<file path="src/rtl/mode_arbiter_if.sv">
// mode_arbiter_if: button inputs, per-mode display buses and muxed board outputs of the mode arbiter.
interface mode_arbiter_if #(parameter int NUM_MODES = 4);
  logic                   btn_mode;
  logic                   btn_up, btn_down, btn_left, btn_right, btn_confirm;
  logic [16*NUM_MODES-1:0] mode_led;
  logic [20*NUM_MODES-1:0] mode_seg;
  logic [4*NUM_MODES-1:0]  mode_dp;
  logic [NUM_MODES-1:0]    mode_active;
  logic                   mode_btn_up, mode_btn_down, mode_btn_left, mode_btn_right, mode_btn_confirm;
  logic [15:0]            led;
  logic [19:0]            seg_data;
  logic [3:0]             dp_data;
  logic [1:0]             cur_mode;
  modport slave (
    input  btn_mode, btn_up, btn_down, btn_left, btn_right, btn_confirm, mode_led, mode_seg, mode_dp,
    output mode_active, mode_btn_up, mode_btn_down, mode_btn_left, mode_btn_right, mode_btn_confirm,
           led, seg_data, dp_data, cur_mode
  );
  modport master (
    output btn_mode, btn_up, btn_down, btn_left, btn_right, btn_confirm, mode_led, mode_seg, mode_dp,
    input  mode_active, mode_btn_up, mode_btn_down, mode_btn_left, mode_btn_right, mode_btn_confirm,
           led, seg_data, dp_data, cur_mode
  );
endinterface

</file>
<file path="src/rtl/mode_arbiter.sv">
// mode_arbiter: cycles game modes on btn_mode, showing a "-0n-" banner with all modes inactive between them.
module mode_arbiter #(
  parameter int NUM_MODES     = 4,
  parameter int BANNER_CYCLES = 100_000_000
) (
  input logic            clk,
  input logic            reset,
  mode_arbiter_if.slave  bus
);
  localparam int CW = BANNER_CYCLES > 1 ? $clog2(BANNER_CYCLES) : 1;
  localparam logic [0:0] S_BANNER = 1'b0;
  localparam logic [0:0] S_RUN    = 1'b1;
  localparam logic [CW-1:0] CNT_MAX = CW'(BANNER_CYCLES - 1);
  logic [0:0]           r_state;
  logic [CW-1:0]        r_cnt;
  logic [1:0]           r_mode;
  logic                 r_prev;
  logic [NUM_MODES-1:0] r_active;
  logic [15:0]          r_led;
  logic [19:0]          r_seg;
  logic [3:0]           r_dp;
  logic                 w_edge, w_any_btn, w_run_nx;
  logic [1:0]           w_mode_inc, w_mode_nx;
  logic [0:0]           w_state_nx;
  logic [CW-1:0]        w_cnt_nx;
  always_comb begin
    w_edge     = bus.btn_mode & ~r_prev;
    w_any_btn  = |{bus.btn_up, bus.btn_down, bus.btn_left, bus.btn_right, bus.btn_confirm};
    w_mode_inc = (r_mode == 2'(NUM_MODES - 1)) ? 2'd0 : r_mode + 2'd1;
    w_mode_nx  = w_edge ? w_mode_inc : r_mode;
    // a held game button at expiry parks the counter at max until release
    w_state_nx = w_edge ? S_BANNER :
                 (r_state == S_BANNER && r_cnt == CNT_MAX && !w_any_btn) ? S_RUN : r_state;
    w_cnt_nx   = w_edge ? '0 : (r_cnt == CNT_MAX) ? r_cnt : r_cnt + CW'(1);
    w_run_nx   = (w_state_nx == S_RUN);
  end
  always_ff @(posedge clk or posedge reset)
    if (reset) begin
      r_state  <= S_BANNER;
      r_cnt    <= '0;
      r_mode   <= 2'd0;
      r_prev   <= 1'b0;
      r_active <= '0;
      r_led    <= '0;
      r_seg    <= {5'd10, 5'd0, 5'd1, 5'd10};
      r_dp     <= '0;
    end else begin
      r_state  <= w_state_nx;
      r_cnt    <= w_cnt_nx;
      r_mode   <= w_mode_nx;
      r_prev   <= bus.btn_mode;
      r_active <= w_run_nx ? NUM_MODES'(1) << w_mode_nx : '0;
      r_led    <= w_run_nx ? bus.mode_led[16*w_mode_nx +: 16] : 16'd0;
      r_seg    <= w_run_nx ? bus.mode_seg[20*w_mode_nx +: 20] : {5'd10, 5'd0, 5'(w_mode_nx) + 5'd1, 5'd10};
      r_dp     <= w_run_nx ? bus.mode_dp[4*w_mode_nx +: 4] : 4'd0;
    end
  assign bus.mode_active      = r_active;
  assign bus.led              = r_led;
  assign bus.seg_data         = r_seg;
  assign bus.dp_data          = r_dp;
  assign bus.cur_mode         = r_mode;
  assign bus.mode_btn_up      = bus.btn_up      & (r_state == S_RUN) & ~bus.btn_mode;
  assign bus.mode_btn_down    = bus.btn_down    & (r_state == S_RUN) & ~bus.btn_mode;
  assign bus.mode_btn_left    = bus.btn_left    & (r_state == S_RUN) & ~bus.btn_mode;
  assign bus.mode_btn_right   = bus.btn_right   & (r_state == S_RUN) & ~bus.btn_mode;
  assign bus.mode_btn_confirm = bus.btn_confirm & (r_state == S_RUN) & ~bus.btn_mode;
endmodule
</file>
<file path="src/flat_wrapper.sv">
// flat-port wrapper written by rule: the top's interface ports become plain ports
module mode_arbiter_flat 
#(
  parameter int NUM_MODES     = 4,
  parameter int BANNER_CYCLES = 100_000_000
)
  (clk, reset, bus_btn_mode, bus_btn_up, bus_btn_down, bus_btn_left, bus_btn_right, bus_btn_confirm, bus_mode_led, bus_mode_seg, bus_mode_dp, bus_mode_active, bus_mode_btn_up, bus_mode_btn_down, bus_mode_btn_left, bus_mode_btn_right, bus_mode_btn_confirm, bus_led, bus_seg_data, bus_dp_data, bus_cur_mode);
  mode_arbiter_if #(.NUM_MODES(NUM_MODES)) bus_i ();
  input logic clk;
  input logic reset;
  input wire logic [$bits(bus_i.btn_mode)-1:0] bus_btn_mode;
  input wire logic [$bits(bus_i.btn_up)-1:0] bus_btn_up;
  input wire logic [$bits(bus_i.btn_down)-1:0] bus_btn_down;
  input wire logic [$bits(bus_i.btn_left)-1:0] bus_btn_left;
  input wire logic [$bits(bus_i.btn_right)-1:0] bus_btn_right;
  input wire logic [$bits(bus_i.btn_confirm)-1:0] bus_btn_confirm;
  input wire logic [$bits(bus_i.mode_led)-1:0] bus_mode_led;
  input wire logic [$bits(bus_i.mode_seg)-1:0] bus_mode_seg;
  input wire logic [$bits(bus_i.mode_dp)-1:0] bus_mode_dp;
  output wire logic [$bits(bus_i.mode_active)-1:0] bus_mode_active;
  output wire logic [$bits(bus_i.mode_btn_up)-1:0] bus_mode_btn_up;
  output wire logic [$bits(bus_i.mode_btn_down)-1:0] bus_mode_btn_down;
  output wire logic [$bits(bus_i.mode_btn_left)-1:0] bus_mode_btn_left;
  output wire logic [$bits(bus_i.mode_btn_right)-1:0] bus_mode_btn_right;
  output wire logic [$bits(bus_i.mode_btn_confirm)-1:0] bus_mode_btn_confirm;
  output wire logic [$bits(bus_i.led)-1:0] bus_led;
  output wire logic [$bits(bus_i.seg_data)-1:0] bus_seg_data;
  output wire logic [$bits(bus_i.dp_data)-1:0] bus_dp_data;
  output wire logic [$bits(bus_i.cur_mode)-1:0] bus_cur_mode;
  assign bus_i.btn_mode = bus_btn_mode;
  assign bus_i.btn_up = bus_btn_up;
  assign bus_i.btn_down = bus_btn_down;
  assign bus_i.btn_left = bus_btn_left;
  assign bus_i.btn_right = bus_btn_right;
  assign bus_i.btn_confirm = bus_btn_confirm;
  assign bus_i.mode_led = bus_mode_led;
  assign bus_i.mode_seg = bus_mode_seg;
  assign bus_i.mode_dp = bus_mode_dp;
  assign bus_mode_active = bus_i.mode_active;
  assign bus_mode_btn_up = bus_i.mode_btn_up;
  assign bus_mode_btn_down = bus_i.mode_btn_down;
  assign bus_mode_btn_left = bus_i.mode_btn_left;
  assign bus_mode_btn_right = bus_i.mode_btn_right;
  assign bus_mode_btn_confirm = bus_i.mode_btn_confirm;
  assign bus_led = bus_i.led;
  assign bus_seg_data = bus_i.seg_data;
  assign bus_dp_data = bus_i.dp_data;
  assign bus_cur_mode = bus_i.cur_mode;
  mode_arbiter #(.NUM_MODES(NUM_MODES), .BANNER_CYCLES(BANNER_CYCLES)) u_core (.clk(clk), .reset(reset), .bus(bus_i));
endmodule
</file>
<file path="config.mk">
export PLATFORM = sky130hd
export DESIGN_NAME = mode_arbiter_flat
export DESIGN_NICKNAME = d
export VERILOG_FILES = /design/src/rtl/mode_arbiter_if.sv /design/src/rtl/mode_arbiter.sv /design/src/flat_wrapper.sv
export SDC_FILE = /design/constraint.sdc
export NUM_CORES = 1
export LEC_CHECK = 0
export ABC_AREA = 0
export CAP_MARGIN = 0
export CORE_ASPECT_RATIO = 1.2
export CORE_UTILIZATION = 40
export CTS_CLUSTER_SIZE = 40
export DETAILED_ROUTE_END_ITERATION = 10
export PLACE_DENSITY = 0.82
export SLEW_MARGIN = 20
export SYNTH_ARGS = -nofsm -noshare
export SYNTH_HDL_FRONTEND = slang
export SYNTH_SLANG_ARGS = --single-unit
</file>
<file path="constraint.sdc">
create_clock -name clk -period 4.8 [get_ports clk]
set_clock_uncertainty 0.15 [all_clocks]
set_input_delay 1.44 -clock clk [delete_from_list [all_inputs] [get_ports clk]]
set_output_delay 1.44 -clock clk [all_outputs]
set_load 0.02 [all_outputs]
</file>
==> flow_metrics.tcl <==
set metrics [dict create \
    cp_data_arrival_time_ps 2940 \
    crit_fanout 5 \
    overflow 0 \
    fp-row-count 40 \
    grt_pass1_wl_um 18600 \
    initial_core_util_pct 41.3 \
    drcViolationCount 0 \
    grt_use_total_pct 23.2 \
    core_um2 10000 \
    diodes 0 \
    worstPathRequired_ps 3210 \
    vias 3467 \
    place_hpwl_um 9140 \
    synth_top_area_share_pct 42.4 \
    slew_headroom_pct 38.5 \
    synthTopCellsByArea "dfrtp_1, mux4_2, and2_1" \
    syn_area_um2 4130 \
    drt-total-wl_um 11400 \
    ant_nets 0 \
    grt_max_degree 59 \
    pwr_density_cell_nw_per_um2 356 \
    dr.pass1.iters 4 \
    nFillCells 741 \
    synthToLayoutAreaGrowth_pct 62.5 \
    holdPathStages 1 \
    die-area_um2 10700 \
    min_period_ps 4530 \
    async_flop_share_pct 100 \
    final_max_slew_viol_count 0 \
    avgSynthCellArea_um2 12.6 \
    cap_violations 0 \
    critPathKind "in -> out" \
    cts_setup_buffers 0 \
    hold_class "reg -> reg" \
    stdcell_count 676 \
    antenna_found_initial 0 \
    clkSinkCount 75 \
    reg2reg_depth 6 \
    ys.flop_type "dfrtp_1" \
    cts_tree "built" \
    start_kind "input port" \
    nets 719 \
    ctsHoldBuffers 0 \
    ctsHtreeMaxLevel 3 \
    rsz0062_at_grt "false" \
    synth_cell_types 43 \
    drtIter0Drc 132 \
    syn-num-nets 503 \
    ios 219 \
    port_buffers 218 \
    die_y_um 113 \
    wl_per_cell_um 16.9 \
    yosysSeqAreaShare_pct 45.6 \
    setup_violations 0 \
    drive_gt1_share_pct 13.1 \
    clock-root-buffer "clkbuf_16" \
    p_leak_uw 0.00277 \
    ctsResizeCount 0 \
    synthCells 329 \
    finalSetupTns_ps 0 \
    critPathCaptureType "output port" \
    viasPerCell 5.13 \
    ir_drop_v 0.000333 \
    gp_congestion 0.900 \
    synth_seq_cells 75 \
    post-place-cells 660 \
    path_clk_slew_ps 50 \
    synth-edff-count 0 \
    timing.final.crit_share_pct 94.3 \
    ys_warn_count 0 \
    synth_area_leader_cell "dfrtp_1" \
    max_freq_mhz 221 \
    numCtsBuffers 9 \
    clk_path_buf_depth 2 \
    grt_pass1_vias 3752 \
    final-hold-violation-count 0 \
    worstMarginPinSlew_ps 922 \
    die_w_um 94.7 \
    insertion_delay_ps 340 \
    run_status "finished clean" \
]
==> cells in the final DEF (no fill, tap or decap), drive strengths merged, types with 5 or more instances in the layout <==
| cell type | instances |
|---|---|
| clkdlybuf4s50 | 218 |
| dfrtp | 70 |
| and2 | 44 |
| mux4 | 33 |
| nor2 | 27 |
| xor2 | 17 |
| nand3 | 13 |
| mux2i | 12 |
| clkbuf | 12 |
| o21ai | 10 |
| nand2 | 9 |
| nor2b | 9 |
| a211oi | 8 |
| nand4 | 7 |
| and3 | 6 |
| ha | 6 |
| buf | 6 |
| dfstp | 5 |
| inv | 5 |
==> logic make-up (layout without fill, tap and decap cells) <==
| kind of cell | Yosys count | in the layout | share of synthesized area, % |
|---|---|---|---|
| AO/OA/AOI/OAI | 26 | 26 | 3.94 |
| flip-flops | 75 | 75 | 45.6 |
| multiplexers | 48 | 48 | 22.1 |
| buffers and inverters | 24 | 245 | 3.79 |
| XOR/XNOR | 20 | 20 | 4.24 |
| AND/OR/NAND/NOR | 130 | 130 | 18.5 |
| adder cells (fa/ha/maj) | 6 | 6 | 1.82 |
==> cells in the mapped netlist, types with 2 or more instances <==
| cell type | count |
|---|---|
| xor2_1 | 17 |
| nor4b_2 | 2 |
| and3_1 | 6 |
| mux2i_1 | 11 |
| nor4_2 | 2 |
| and2_1 | 44 |
| inv_1 | 4 |
| o21ai_0 | 6 |
| mux4_2 | 33 |
| nand2_1 | 9 |
| or3_1 | 3 |
| nor2_1 | 27 |
| buf_4 | 3 |
| nand3_1 | 13 |
| buf_6 | 6 |
| dfstp_2 | 5 |
| clkbuf_1 | 2 |
| buf_2 | 8 |
| mux2_2 | 2 |
| xnor2_1 | 3 |
| nor2b_1 | 8 |
| a211oi_1 | 8 |
| a31oi_1 | 2 |
| dfrtp_1 | 70 |
| ha_1 | 6 |
| nand4_1 | 7 |
| a21oi_1 | 3 |
| o21ai_1 | 4 |
==> where the power goes <==
group	total [uW]	switching [uW]	leakage (uW)	internal, uW
registers	698	29.4	0.00102	669
logic	1000	426	0.00161	577
clock network	687	257	0.000145	430
total	2390	713	0.00277	1680
==> cell type report <==
class | instances | area (um^2) | share of cell area (%)
multi-input cells | 230 | 2100 | 31.3
clock buffers | 12 | 256 | 3.82
clock inverters | 4 | 50.0 | 0.746
inverters | 5 | 18.8 | 0.280
repair buffers | 224 | 2240 | 33.4
flip-flops and latches | 75 | 1880 | 28.1
well taps | 126 | 158 | 2.35
==> layer usage <==
layer  global-route usage [%]  up-vias  wire [um]
met5                        0        -          0
met4                     11.9        0        419
met3                     4.84       30        609
met2                     38.9      135       5980
met1                     27.7     1682       4430
li1                         -     1620          -
==> worst max-delay path, cell delays in order <==
cell	delay (ps)
clkdlybuf4s50_1	460
and2b_1	280
and2_1	160
clkdlybuf4s50_1	600
==> path summary, 6_finish.rpt <==
| kind | startpoint | to | slack (ps) |
|---|---|---|---|
| max | bus_btn_mode | bus_mode_btn_left | 270 |
| min | u_core.r_cnt[6]$_DFFE_PP0P_ | u_core.r_cnt[6]$_DFFE_PP0P_ | 330 |
| max reg2reg | u_core.r_cnt[10]$_DFFE_PP0P_ | u_core.bus.dp_data[2]$_DFF_PP0_ | 1980 |
| min reg2reg | u_core.r_cnt[6]$_DFFE_PP0P_ | u_core.r_cnt[6]$_DFFE_PP0P_ | 330 |
| max in group asynchronous | reset | u_core.r_cnt[25]$_DFFE_PP0P_ | 2250 |
| min in group asynchronous | reset | u_core.r_cnt[18]$_DFFE_PP0P_ | 1490 |
==> registers in the layout, summed over array words and instances (netlist names) <==
signal / flops
u_core.bus.mode_active: 4
u_core.bus.dp_data: 4
u_core.r_cnt: 27
u_core.bus.led: 16
u_core.r_state: 1
u_core.bus.seg_data: 20
u_core.bus.cur_mode: 2
u_core.r_prev: 1
==> through the flow <==
stage          instance area [um^2]  utilization [%]  total power [uW]  hold slack, ps  setup WS, ps
2_1_floorplan                  4130                -              1440             292          1310
3_3_place_gp                   6400             63.9              1700             310           349
3_5_place_dp                   6400             63.9              1730             324           276
4_1_cts                        6710             67.0              2420             332           271
5_1_grt                        6710             67.0              2510             363           204
6_report                       6710             67.0              2390             335           274
Note: power is estimated with default switching activity, not from simulation.
